==> src/rtl/keypad_key_decoder.sv <==
// keypad_key_decoder: turns each new keypad press into a 4-bit key code and
// queues the codes in a first-word-fall-through FIFO read over valid/ready.
// Optional build macro: KEYPAD_AUTOREPEAT_EN adds hold-to-repeat pushes.
module keypad_key_decoder #(
   parameter int unsigned FIFO_DEPTH   = 8,
   parameter int unsigned REPEAT_DELAY = 500,
   parameter int unsigned REPEAT_RATE  = 100
) (
   input  logic                          clk,
   input  logic                          rst,
   input  logic [3:0]                    keypad_col_in,
   input  logic [3:0]                    keypad_row_in,
   input  logic                          key_pressed_in,
   output logic [3:0]                    key_code,
   output logic                          key_valid,
   input  logic                          key_ready,
   output logic [$clog2(FIFO_DEPTH):0]   fifo_count,
   output logic                          overflow,
   input  logic                          overflow_clr,
   output logic                          invalid_key
);

   localparam int unsigned AW = $clog2(FIFO_DEPTH);
   localparam int unsigned CW = AW + 1;

   localparam logic [0:0] S_IDLE = 1'b0;
   localparam logic [0:0] S_HELD = 1'b1;

   // Reject unusable parameter sets at elaboration
   if (FIFO_DEPTH < 2 || (FIFO_DEPTH & (FIFO_DEPTH - 1)) != 0 ||
       REPEAT_DELAY < 1 || REPEAT_RATE < 1) begin : g_bad_cfg
      $error("keypad_key_decoder: invalid parameter set");
   end

   logic [0:0]    state_q, state_d;
   logic          key_pressed_d;
   logic [3:0]    last_code_q, last_code_d;
   logic          press;
   logic          enc_ok;
   logic [1:0]    row_idx, col_idx;
   logic [3:0]    decoded;
   logic          push_req;
   logic [3:0]    push_data;
   logic          invalid_d;

   logic [3:0]    mem [FIFO_DEPTH];
   logic [AW-1:0] wr_ptr, rd_ptr, next_rd;
   logic [CW-1:0] count_d;
   logic          pop, full, push_ok, drop;
   logic [3:0]    head_d;

   assign press = key_pressed_in & ~key_pressed_d;

   // Row/column one-hot check and matrix position to key code
   always_comb begin
      row_idx = '0;
      col_idx = '0;
      for (int i = 0; i < 4; i++) begin
         if (keypad_row_in[i]) row_idx = 2'(i);
         if (keypad_col_in[i]) col_idx = 2'(i);
      end
      enc_ok = $onehot(keypad_row_in) && $onehot(keypad_col_in);
      case ({row_idx, col_idx})
         4'h0: decoded = 4'h1;  4'h1: decoded = 4'h2;
         4'h2: decoded = 4'h3;  4'h3: decoded = 4'hA;
         4'h4: decoded = 4'h4;  4'h5: decoded = 4'h5;
         4'h6: decoded = 4'h6;  4'h7: decoded = 4'hB;
         4'h8: decoded = 4'h7;  4'h9: decoded = 4'h8;
         4'hA: decoded = 4'h9;  4'hB: decoded = 4'hC;
         4'hC: decoded = 4'hE;  4'hD: decoded = 4'h0;
         4'hE: decoded = 4'hF;  default: decoded = 4'hD;
      endcase
   end

`ifdef KEYPAD_AUTOREPEAT_EN
   localparam int unsigned RMAX = (REPEAT_DELAY > REPEAT_RATE) ? REPEAT_DELAY : REPEAT_RATE;
   localparam int unsigned RW   = $clog2(RMAX) + 1;

   logic [RW-1:0] rpt_cnt_q;
   logic          rpt_first_q;
   logic          rpt_hit;

   assign rpt_hit = (state_q == S_HELD) &&
                    (rpt_cnt_q == (rpt_first_q ? RW'(REPEAT_DELAY - 1) : RW'(REPEAT_RATE - 1)));

   // Repeat timer: idle outside HELD, first period is the delay, then the rate
   always_ff @(posedge clk or posedge rst) begin
      if (rst) begin
         rpt_cnt_q   <= '0;
         rpt_first_q <= 1'b1;
      end else if (state_q != S_HELD || !key_pressed_in) begin
         rpt_cnt_q   <= '0;
         rpt_first_q <= 1'b1;
      end else if (rpt_hit) begin
         rpt_cnt_q   <= '0;
         rpt_first_q <= 1'b0;
      end else begin
         rpt_cnt_q   <= rpt_cnt_q + RW'(1);
      end
   end
`endif

   // Press FSM: next state, push request and invalid-encoding flag
   always_comb begin
      state_d     = state_q;
      last_code_d = last_code_q;
      push_req    = 1'b0;
      push_data   = last_code_q;
      invalid_d   = 1'b0;
      case (state_q)
         S_IDLE: begin
            if (press) begin
               if (enc_ok) begin
                  state_d     = S_HELD;
                  push_req    = 1'b1;
                  push_data   = decoded;
                  last_code_d = decoded;
               end else begin
                  invalid_d   = 1'b1;
               end
            end
         end
         S_HELD: begin
            if (!key_pressed_in) begin
               state_d = S_IDLE;
`ifdef KEYPAD_AUTOREPEAT_EN
            end else if (rpt_hit) begin
               push_req = 1'b1;
`endif
            end
         end
         default: state_d = S_IDLE;
      endcase
   end

   // FSM state, press-edge history and last accepted code
   always_ff @(posedge clk or posedge rst) begin
      if (rst) begin
         state_q       <= S_IDLE;
         key_pressed_d <= 1'b1;
         last_code_q   <= '0;
         invalid_key   <= 1'b0;
      end else begin
         state_q       <= state_d;
         key_pressed_d <= key_pressed_in;
         last_code_q   <= last_code_d;
         invalid_key   <= invalid_d;
      end
   end

   // FIFO control: pop/push qualification, next count and next head value
   always_comb begin
      pop     = key_valid & key_ready;
      full    = (fifo_count == CW'(FIFO_DEPTH));
      push_ok = push_req & (~full | pop);
      drop    = push_req & full & ~pop;
      next_rd = pop ? rd_ptr + AW'(1) : rd_ptr;
      case ({push_ok, pop})
         2'b10:   count_d = fifo_count + CW'(1);
         2'b01:   count_d = fifo_count - CW'(1);
         default: count_d = fifo_count;
      endcase
      // Bypass when the pushed code lands straight at the head
      head_d = (push_ok && wr_ptr == next_rd) ? push_data : mem[next_rd];
   end

   // FIFO storage array
   always_ff @(posedge clk) begin
      if (push_ok) mem[wr_ptr] <= push_data;
   end

   // FIFO pointers, registered head/valid/count and sticky overflow
   always_ff @(posedge clk or posedge rst) begin
      if (rst) begin
         wr_ptr     <= '0;
         rd_ptr     <= '0;
         fifo_count <= '0;
         key_valid  <= 1'b0;
         key_code   <= '0;
         overflow   <= 1'b0;
      end else begin
         if (push_ok) wr_ptr <= wr_ptr + AW'(1);
         rd_ptr     <= next_rd;
         fifo_count <= count_d;
         key_valid  <= (count_d != '0);
         if (count_d != '0) key_code <= head_d;
         if (drop)              overflow <= 1'b1;
         else if (overflow_clr) overflow <= 1'b0;
      end
   end

endmodule

==> config.mk <==
export PLATFORM = sky130hd
export DESIGN_NAME = keypad_key_decoder
export DESIGN_NICKNAME = d
export VERILOG_FILES = /design/src/rtl/keypad_key_decoder.sv
export SDC_FILE = /design/constraint.sdc
export NUM_CORES = 1
export LEC_CHECK = 0
export BUFFER_PORTS_ARGS = -buffer_cell sky130_fd_sc_hd__buf_4
export CORE_MARGIN = 3
export CORE_UTILIZATION = 45
export DETAILED_ROUTE_END_ITERATION = 16
export GPL_TIMING_DRIVEN = 0
export SLEW_MARGIN = 40
export SYNTH_ARGS = -nofsm -noshare
export SYNTH_HDL_FRONTEND = slang
export SYNTH_SLANG_ARGS = --single-unit
export TNS_END_PERCENT = 100
==> constraint.sdc <==
create_clock -name clk -period 3.44 [get_ports clk]
set_input_delay 0.344 -clock clk [delete_from_list [all_inputs] [get_ports clk]]
set_output_delay 0.344 -clock clk [all_outputs]
set_load 0.1 [all_outputs]
Word level (Yosys, flattened, before mapping). Memory sizes are Yosys's and may differ from the RTL's. A register that Yosys moved wholly into a read port is not among the register bits. Cells that the tools add are included.

Bits in registers: 19. Latch bits: 0. Bits in writable memories: 32. ROM bits: 64. Input bits: 13. Output and inout bits: 11. Memories kept: 2.

Memory list: (no name shown) (depth 16, bits a word 4, read ports 1, clocked after memory_dff 0, wr ports 0, RTL line 63) `case ({row_idx, col_idx})`; mem (depth 8, bits a word 4, read ports 1, clocked after memory_dff 1, wr ports 1, RTL line 46) `logic [3:0] mem [FIFO_DEPTH];`.

Add/subtract/negate cells: 10. Multiply operators: 0. Divide/modulo/power cells: 0. Magnitude comparators: 0. Equality and inequality tests: 5. Shifts and indexed selects: 0. Multiplexer cells: 23. Bitwise gates (word level): 10. Reduce and logical (&&, ||, !) cells: 3.

Operators with widths (count): $mux 1 (13); $mux 4 (3); $add 1x1->2 (4); $mux 2 (4); $pmux 4 s2 (1); $add 2x2->3 (2); $add 3x1->3 const B (2); $eq 3x1->1 const B (2); $and 1x1->1 (5); $add 4x1->4 const B (1); $eq 4x4->1 const B (1); $not 1->1 (4); $reduce_bool 4->1 (1); $sub 4x1->4 const B (1); $mux 3 (1); $eq 2x1->1 const B (1); $eq 2x2->1 const B (1); $pmux 1 s2 (1); $reduce_bool 2->1 (1); $logic_and 1x1->1 (1); $or 1x1->1 (1).

Longest topological paths before layout. Gate-level depths: netlist of run 1.

Depth in word-level cells: 11. Mapped depth: 15.

Worst setup path before layout of run 1. Ideal clock, no wire load.

Path kind: input port to flip-flop. From: input port keypad_col_in[0]. To: register key_code[0] (read register of mem). Setup time: 0.103 ns. Data arrival time: 3.439 ns. Data required time: 3.337 ns. Setup slack: -0.103 ns. Cell stages on the path: 14. Cells stage by stage: inv_1 fa_1 inv_1 ha_1 ha_1 nor4b_4 a31oi_4 xor2_1 ha_1 nor3_1 mux2i_1 a32o_2 and3_4 o41ai_2.

Longest elaborated chain between the ends: 11. Elaborated cells on any way between the ends: 12. Those cells by class: 2 x add/sub; 3 x eq/ne; 4 x mux; 1 x bitwise; 2 x reduce/logical.

RTL lines: start, declared (RTL line 11) `input logic [3:0] keypad_col_in,`; $add 1x1->2 (implied by the code) (*) (RTL line 62) `enc_ok = $onehot(keypad_row_in) && $onehot(keypad_col_in);`; $add 2x2->3 (implied by the code) (*) (RTL line 62); $eq 3x1->1 (*) (RTL line 62); $logic_and 1x1->1 (*) (RTL line 62); $mux 1 (*) (RTL line 113) `if (enc_ok) begin`; $mux 1 (*) (RTL line 112) `if (press) begin`; $mux 1 (*) (RTL line 110) `case (state_q)`; $and 1x1->1 (*) (RTL line 155) `push_ok = push_req & (~full | pop);`; $eq 2x1->1 or $eq 2x2->1 (tied branches) (RTL line 158) `case ({push_ok, pop})`; $pmux 4 s2 (*) (RTL line 158); $reduce_bool 4->1 (*) (RTL line 186) `if (count_d != '0) key_code <= head_d;`; end, declared (RTL line 14) `output logic [3:0] key_code,`.

Mark *: on every way between the ends. The rest lies on a longest branch, timed or not. A chain may end at the register's enable or synchronous reset.

Worst setup path after layout of run 1.
From: input port keypad_col_in[0]. To: register key_code[3] (read register of mem).

The elaborated chain is that of the path after synthesis.

==> impl_metrics.yaml, run 1 <==
grt:
  grt_pass1_wl_um: 10400
  grt_pass1_vias: 2081
  grtUsageMet1_pct: 24.4
  track_usage_pct: 17.3
  antenna_found_initial: 0
  grt_overflow: 0
  top_usage_layer: "met2"
  grt_max_degree: 24
  use_met3_pct: 3.78
  grtUsageMet2_pct: 27.0
yosys:
  synth_edf_count: 32
  synthArstFlopShare_pct: 41.8
  synth_top_area_cell: "edfxtp_1"
  synth.cell_area_mm2: 0.00311
  synth_area_leaders: "edfxtp_1 31%, dfrtp_1 18%, mux4_2 12%"
  ys_seq_area_share_pct: 49.4
  synth_fp_nets: 277
  ys_types: 48
  synthCells: 250
  syn_avg_cell_area_um2: 12.4
  synthFlopType: "edfxtp_1"
  synthTopCellsByCount: "32 x edfxtp_1, 26 x nand2_1, 22 x dfrtp_1"
  synth_most_common_cell: "edfxtp_1"
  ys_ff_latch: 55
  yosysWarnings: 0
  synth_top_area_share_pct: 30.9
timing:
  hold_viol: 0
  timing.final.crit_share_pct: 94.5
  fmax_mhz: 308
  slew_headroom_pct: 47.7
  slew_viol_final: 0
  finClkSkew_ns: 0.0184
  worstMarginPinSlew_ns: 0.780
  holdWs_ns: 0.0556
  rsz0062_at_grt: "false"
  setup_viol: 0
  period_minus_slack_ns: 3.25
critical_path:
  crit_fanout: 6
  crit_arrival_ns: 3.47
  path_buf_inv: 4
  ff2ff_setup_slack_ns: 0.78
  critical_path_required_ns: 3.66
  critical_path.startpoint_type: "input pin"
  cp_slowest_cell: "fa_1"
  crit_chain: "buf_4 > inv_1 > fa_1 > inv_1 > ha_1 > ha_4 > nor4b_4 > buf_4 > a31oi_4 > xor2_1 > ha_2 > nor3_1 > mux2i_1 > a32o_2 > and3_4 > o41ai_2"
  cpLargestDelayFamily: "adder cells"
  rr_startpoint: "state_q$_DFF_PP0_"
  reg2reg_to: "mem[4][3]$_DFFE_PP_"
  crit_path_end_kind: "register"
  ff2ff_path_depth: 5
  critPathKind: "in2reg"
  slowest_delay_ns: 0.53
clocking:
  clk_latency_ns: 0.31
  clockBufferDepth: 2
  cts_tree: "built"
  cts_root_buf: "clkbuf_8"
  ctsHoldBuffers: 0
  ctsHtreeMaxLevel: 2
  cts_sinks: 55
  cts-buffers-inserted: 5
  clk_pin_slew_ns: 0.10
placement:
  placed_area_mm2: 0.00340
  dp.final_hpwl_um: 4580
  portBuffers: 23
  place_inst: 350
  place_congestion: 0.784
pwr:
  finalPower_mw: 3.06
  pwr-share-comb_pct: 57.1
  switchingPower_mw: 1.39
  peakVddDrop_mv: 0.299
  seqPwrFrac_pct: 31.0
  p_per_area_mw_per_mm2: 868
  power.leakage_nw: 1.38
  internal_power_mw: 1.67
  p_clk_share_pct: 11.8
  p_sw_share_pct: 45.5
die:
  fp.dieH_um: 89.1
  pin_count: 24
  coreArea_mm2: 0.00653
  dieArea_mm2: 0.00795
  initial_utilization_pct: 47.6
  die_width_um: 89.1
  rows: 29
layout:
  drive_above_1_share_pct: 28.2
  final_cell_area_mm2: 0.00353
  final_nets: 310
  layout.cells.non_filler: 361
  nFillCells: 558
  synthToLayoutAreaGrowth_pct: 13.5
  antenna_cells: 0
route:
  routed_wl_um: 6080
  viasPerCell: 5.60
  drc_errors: 0
  drtAntennaViolNets: 0
  detail_route.wl_per_cell_um: 16.8
  vias: 2022
  dr.pass1.iters: 4
  drt-initial-drc-count: 147
run:
  cap_violations: 0
hold_path:
  hold_class: "in2async"
status:
  status: "complete, no violations"
-- power by group through the flow --
stage	clock [mW]	sequential, mW	combinational [mW]
detailed placement	0	0.967	1.72
floorplan	0	1.34	0.995
finish	0.362	0.951	1.75
global route	0.405	0.967	1.90
CTS	0.375	0.954	1.74
global placement	0	0.964	1.71
-- through the flow --
stage / utilization, % / setup TNS, ns / worst slack, ns
2_1_floorplan: - / 0 / 0.00161
3_3_place_gp: 52.0 / -15.97 / -0.576
3_5_place_dp: 52.0 / -13.21 / -0.612
4_1_cts: 53.9 / 0 / 0.00874
5_1_grt: 54.0 / 0 / 0.00310
6_report: 54.0 / 0 / 0.190
-- worst reg2reg max path: stages, from the launching register on --
cell and delay [ns]:
dfrtp_1 0.40, nor3b_2 0.49, nand3_1 0.42, a21oi_2 0.38, nand2b_1 0.19, nor2_1 0.43
-- repair_timing --
action / in CTS / in global routing
endpoints found under the setup margin: 19 / 29
buffers inserted: 2 / 1
pin swaps: 1 / 5
resized for setup: 3 / 3
-- placed cells by master, fill, tap and decap left out, drive strengths merged, types with 2 or more instances in the layout --
master / n
a211oi: 8
a21oi: 5
a31oi: 3
and2: 5
and3: 2
buf: 32
clkbuf: 10
clkinv: 2
dfrtp: 22
edfxtp: 32
fa: 2
ha: 12
inv: 20
mux2: 2
mux2i: 3
mux4: 16
nand2: 26
nand2b: 4
nand3: 5
nand4: 6
nor2: 13
nor2b: 6
nor3: 7
nor4b: 3
o21ai: 10
o2bb2ai: 2
o41ai: 3
xnor2: 6
xor2: 4
-- layout make-up --
class | count | area (µm²) | share of cell area (%)
clock inverters | 3 | 22.5 | 0.638
well taps | 77 | 96.3 | 2.73
plain buffers | 11 | 56.3 | 1.60
repair buffers | 26 | 195 | 5.53
inverters | 19 | 71.3 | 2.02
multi-input cells | 165 | 1480 | 42.0
flip-flops and latches | 55 | 1540 | 43.6
clock buffers | 5 | 68.8 | 1.95
-- layer usage --
layer  up-vias  routed length [µm]
li1        994                   -
met2        33                2870
met5         -                   0
met1       987                2920
met4         0                  74
met3         8                 209
-- cell families after synthesis --
| group | after synthesis | synth area share (%) |
|---|---|---|
| AND/OR/NAND/NOR | 82 | 14.4 |
| flip-flops | 55 | 49.4 |
| AO/OA/AOI/OAI | 38 | 9.86 |
| buffers and inverters | 30 | 4.06 |
| multiplexers | 21 | 13.3 |
| adder cells (fa/ha/maj) | 14 | 6.11 |
| XOR/XNOR | 10 | 2.82 |
-- worst max-delay path by stage --
| stage | from | to | slack, ns | depth (start not counted) |
|---|---|---|---|---|
| 2_1_floorplan | keypad_col_in[0] | key_code[0]$_DFFE_PP0P_ | 0.002 | 14 |
| 3_3_place_gp | keypad_row_in[3] | key_code[3]$_DFFE_PP0P_ | -0.58 | 11 |
| 3_5_place_dp | keypad_row_in[3] | mem[0][1]$_DFFE_PP_ | -0.61 | 11 |
| 4_1_cts | keypad_row_in[3] | key_code[0]$_DFFE_PP0P_ | 0.009 | 16 |
| 5_1_grt | keypad_col_in[3] | key_code[3]$_DFFE_PP0P_ | 0.003 | 16 |
| 6_report | keypad_col_in[0] | key_code[3]$_DFFE_PP0P_ | 0.19 | 16 |
-- flip-flops by register name, indices dropped and copies added, names as in the netlist --
name and count:
key_code 4, mem 32, rd_ptr 3, fifo_count 4
key_pressed_d 1, last_code_q 4, key_valid 1, overflow 1
invalid_key 1, state_q 1, wr_ptr 3
Note: power is estimated with default switching activity, not from simulation.
==> inputs of run 2 (changes only) <==
GPL_TIMING_DRIVEN = unset   (was 0)
==> impl_metrics.yaml, run 2 (synthesized netlist as in run 1, its figures left out) <==
timing:
  layout_setup_ws_ns: 0.302
  slew_headroom_pct: 62.1
  slew_viol_final: 0
  fmax_mhz: 319
  finClkSkew_ns: 0.00767
  hold_viol: 0
  holdWs_ns: 0.0557
  period_minus_slack_ns: 3.14
  setup_viol: 0
  worstMarginPinSlew_ns: 0.568
  timing.final.crit_share_pct: 91.2
  rsz0062_at_grt: "false"
die:
  fp.dieH_um: 89.1
  pin_count: 24
  initial_utilization_pct: 47.6
  rows: 29
  coreArea_mm2: 0.00653
  die_width_um: 89.1
  dieArea_mm2: 0.00795
grt:
  track_usage_pct: 17.7
  antenna_found_initial: 0
  grt_pass1_wl_um: 10600
  grt_pass1_vias: 2020
  grt_overflow: 0
  grt_max_degree: 24
layout:
  drive_above_1_share_pct: 30.5
  nFillCells: 564
  final_nets: 321
  final_common_cell: "buf_4"
  regMostFlops: "mem"
  synthToLayoutAreaGrowth_pct: 17.1
  largest_register_ffs: 32
  mostFrequentLayoutCells: "48 x buf_4, 32 x edfxtp_1, 26 x nand2_1, 22 x dfrtp_1, 18 x inv_1"
  antenna_cells: 0
critical_path:
  cpLargestDelayFamily: "adder cells"
  cp_slowest_cell: "fa_1"
  crit_fanout: 6
  critPathKind: "in2reg"
  path_buf_inv: 3
  critical_path_required_ns: 3.64
  crit_chain: "buf_4 > inv_1 > fa_1 > inv_1 > ha_1 > ha_2 > nor4b_4 > a31oi_4 > xor2_1 > ha_2 > o21ai_0 > o2bb2ai_1 > a32o_2 > and3_4 > o41ai_2"
  crit_arrival_ns: 3.34
  critical_path.startpoint_type: "input pin"
  crit_path_end_kind: "register"
  slowest_delay_ns: 0.53
placement:
  dp.final_hpwl_um: 4930
  place_congestion: 0.831
  dp_slack_ns: -0.0507
  portBuffers: 23
pwr:
  p_per_area_mw_per_mm2: 872
  peakVddDrop_mv: 0.405
  power.leakage_nw: 1.46
route:
  drt-initial-drc-count: 103
  detail_route.wl_per_cell_um: 16.8
  viasPerCell: 5.58
  dr.pass1.iters: 4
  routed_wl_um: 6250
  vias: 2074
  drtAntennaViolNets: 0
  drc_errors: 0
clocking:
  clk_latency_ns: 0.31
  ctsHoldBuffers: 0
  cts_root_buf: "clkbuf_8"
  ctsHtreeMaxLevel: 2
  cts_sinks: 55
  cts-buffers-inserted: 5
  post_cts_buffers: 0
  clockBufferDepth: 2
  cts_resized: 0
  clk_pin_slew_ns: 0.10
  cts_tree: "built"
hold_path:
  hold_class: "in2async"
run:
  cap_violations: 0
status:
  status: "complete, no violations"
run 2: worst paths after layout:
| kind | endpoint | slack (ns) | cells past startpoint | from |
|---|---|---|---|---|
| min | invalid_key$_DFF_PP0_ | 0.06 | 2 | rst |
| max | key_code[2]$_DFFE_PP0P_ | 0.30 | 15 | keypad_row_in[0] |
| min reg2reg | state_q$_DFF_PP0_ | 0.50 | 2 | state_q$_DFF_PP0_ |
| max in group asynchronous | key_pressed_d$_DFF_PP1_ | 3.03 | 2 | rst |
| min in group clk | key_pressed_d$_DFF_PP1_ | 0.15 | 1 | key_pressed_in |
| max reg2reg | key_code[2]$_DFFE_PP0P_ | 0.81 | 7 | rd_ptr[0]$_DFF_PP0_ |
run 2: per-layer routing:
| metal | vias to the layer above | wire length [µm] | track usage, % |
|---|---|---|---|
| met2 | 38 | 2900 | 27.7 |
| li1 | 1015 | - | - |
| met3 | 6 | 244 | 2.76 |
| met5 | - | 0 | 0 |
| met1 | 1015 | 3040 | 25.8 |
| met4 | 0 | 61 | 4.47 |
run 2: area by class of cell:
type | instances | area (µm²) | share of cell area, %
clock inverter | 3 | 42.5 | 1.17
tap | 77 | 96.3 | 2.65
sequential | 55 | 1540 | 42.2
timing repair buffer | 48 | 360 | 9.90
inverter | 19 | 71.3 | 1.96
clock buffer | 5 | 68.8 | 1.89
multi-input combinational | 165 | 1460 | 40.2
run 2: where the power goes:
part | total [mW] | switching, mW | internal (mW)
Clock | 0.427 | 0.210 | 0.217
Sequential | 1.00 | 0.139 | 0.861
Combinational | 1.75 | 1.05 | 0.702
Total | 3.18 | 1.40 | 1.78
run 2: through the flow:
| step | total power, mW | std cells | cell area, µm² | setup TNS (ns) | utilization [%] |
|---|---|---|---|---|---|
| after floorplan | 2.33 | 250 | 3130 | 0 | - |
| after CTS | 3.21 | 372 | 3640 | 0 | 55.7 |
| after global routing | 3.38 | 372 | 3640 | 0 | 55.7 |
| after global placement | 2.76 | 364 | 3530 | 0 | 54.0 |
| after detailed placement | 2.78 | 364 | 3530 | -0.0954 | 54.0 |
| final | 3.18 | 372 | 3640 | 0 | 55.7 |
==> inputs of run 3 (changes only) <==
==> constraint.sdc (replaced) <==
create_clock -name clk -period 3.44 [get_ports clk]
set_input_delay 0.688 -clock clk [delete_from_list [all_inputs] [get_ports clk]]
set_output_delay 0.688 -clock clk [all_outputs]
set_load 0.1 [all_outputs]
==> impl_metrics.yaml, run 3 (synthesized netlist as in run 1, its figures left out) <==
status:
  status: "complete, no violations"
pwr:
  p_sw_share_pct: 43.8
  p_per_area_mw_per_mm2: 864
  switchingPower_mw: 1.45
  pwr-share-comb_pct: 56.1
  power.leakage_nw: 1.53
  finalPower_mw: 3.30
  p_clk_share_pct: 13.1
  peakVddDrop_mv: 0.358
  internal_power_mw: 1.85
  seqPwrFrac_pct: 30.8
timing:
  fmax_mhz: 293
  period_minus_slack_ns: 3.41
  layout_setup_ws_ns: 0.0301
  slew_headroom_pct: 67.2
  setup_viol: 0
  finClkSkew_ns: 0.00724
  timing.final.crit_share_pct: 99.1
  hold_viol: 0
  slew_viol_final: 0
  worstMarginPinSlew_ns: 0.488
  rsz0062_at_grt: "true"
grt:
  track_usage_pct: 18.0
  grt_max_degree: 24
  antenna_found_initial: 0
  grt_overflow: 0
  grt_pass1_vias: 2115
  grt_pass1_wl_um: 10900
clocking:
  clockBufferDepth: 2
  clk_latency_ns: 0.31
  ctsHoldBuffers: 0
  cts-buffers-inserted: 5
  ctsHtreeMaxLevel: 2
  cts_tree: "built"
  cts_sinks: 55
  cts_root_buf: "clkbuf_8"
  clk_pin_slew_ns: 0.10
placement:
  place_congestion: 0.844
  placed_area_mm2: 0.00365
  portBuffers: 23
  dp_slack_ns: -0.249
  dp.final_hpwl_um: 5000
critical_path:
  path_buf_inv: 3
  slowest_delay_ns: 0.54
  cp-endpoint: "key_code[3]$_DFFE_PP0P_"
  reg2reg_to: "key_code[0]$_DFFE_PP0P_"
  crit_fanout: 5
  crit_start: "keypad_row_in[1]"
  rr_startpoint: "rd_ptr[0]$_DFF_PP0_"
  crit_chain: "buf_4 > inv_2 > fa_1 > inv_2 > ha_4 > ha_4 > nor4b_4 > a31oi_4 > xor2_1 > ha_2 > nor2b_4 > o2bb2ai_2 > a32o_2 > and3_4 > o41ai_4"
  crit_arrival_ns: 3.62
  cp_slowest_cell: "fa_1"
  cpLargestDelayFamily: "adder cells"
  ff2ff_path_depth: 9
  critPathKind: "in2reg"
  critical_path_required_ns: 3.65
  critical_path.startpoint_type: "input pin"
  ff2ff_setup_slack_ns: 0.83
  cp_num_cells: 15
  crit_path_end_kind: "register"
layout:
  largest_register_ffs: 32
  drive_above_1_share_pct: 37.5
  mostFrequentLayoutCells: "58 x buf_4, 32 x edfxtp_1, 26 x nand2_1, 22 x dfrtp_1, 16 x mux4_2"
  final_common_cell: "buf_4"
  final_nets: 333
  regMostFlops: "mem"
  antenna_cells: 0
  synthToLayoutAreaGrowth_pct: 22.9
  final_cell_area_mm2: 0.00382
  nFillCells: 540
route:
  dr.pass1.iters: 4
  drc_errors: 0
  detail_route.wl_per_cell_um: 17.0
  drt-initial-drc-count: 126
  viasPerCell: 5.60
  routed_wl_um: 6540
  drtAntennaViolNets: 0
  vias: 2151
die:
  dieArea_mm2: 0.00795
  rows: 29
  pin_count: 24
  fp.dieH_um: 89.1
  initial_utilization_pct: 47.6
  die_width_um: 89.1
  coreArea_mm2: 0.00653
run:
  cap_violations: 0
hold_path:
  hold_class: "in2async"
## run 3: changes by cell type in the layout (fill, tap and decap cells not counted), sizes merged
cell,change
buf,+12
clkinv,-1
clkbuf,+1
## run 3: worst register-to-register path: stages (launching register included)
cell and delay (ns):
dfrtp_1 0.50, ha_1 0.49, buf_4 0.24, nand3_1 0.12, o21ai_0 0.21, o32ai_2 0.14
o21ai_0 0.20, buf_4 0.16, a211oi_1 0.06, o41ai_2 0.38
## run 3: metal layers
metal  global-route usage, %  up-vias  wire (µm)
met1                    26.6     1075       3300
met3                    3.04        5        152
li1                        -     1042          -
met5                       0        -          0
met2                    28.2       29       3040
met4                    3.65        0         53
## run 3: cell type report
type                       count  area [µm²]  share of cell area [%]
clock buffer                   6        72.6                    1.90
clock inverter                 2        38.8                    1.01
inverter                      19        83.8                    2.19
multi-input combinational    165        1530                    40.1
sequential                    55        1540                    40.2
tap                           77        96.3                    2.52
timing repair buffer          60         462                    12.1
## run 3: power groups by stage
stage	Sequential [mW]	Clock (mW)	Combinational, mW
5_1_grt	1.04	0.474	2.01
4_1_cts	1.01	0.445	1.82
6_report	1.02	0.433	1.85
2_1_floorplan	1.34	0	1.01
3_3_place_gp	1.02	0	1.80
3_5_place_dp	1.03	0	1.81
## run 3: worst min path at each step
stage | from | end | slack [ns] | cells past startpoint
after detailed placement | state_q$_DFF_PP0_ | state_q$_DFF_PP0_ | 0.48 | 2
after floorplan | state_q$_DFF_PP0_ | state_q$_DFF_PP0_ | 0.46 | 2
final | rst | wr_ptr[1]$_DFFE_PP0P_ | 0.39 | 2
after global routing | rst | wr_ptr[1]$_DFFE_PP0P_ | 0.43 | 2
after global placement | state_q$_DFF_PP0_ | state_q$_DFF_PP0_ | 0.48 | 2
after CTS | rst | wr_ptr[1]$_DFFE_PP0P_ | 0.42 | 2
## run 3: stage by stage
stage	util (%)	TNS [ns]	cells	hold slack, ns
finish	58.5	0	384	0.395
CTS	57.7	0	383	0.416
global placement	56.0	-0.746	375	0.479
floorplan	-	-0.665	250	0.464
global route	58.5	-0.151	384	0.429
detailed placement	56.0	-1.35	375	0.484
## run 3: repair_timing
item,4_1_cts,5_1_grt
resized for setup,0,11
setup endpoints to repair,0,3
setup buffers,0,1
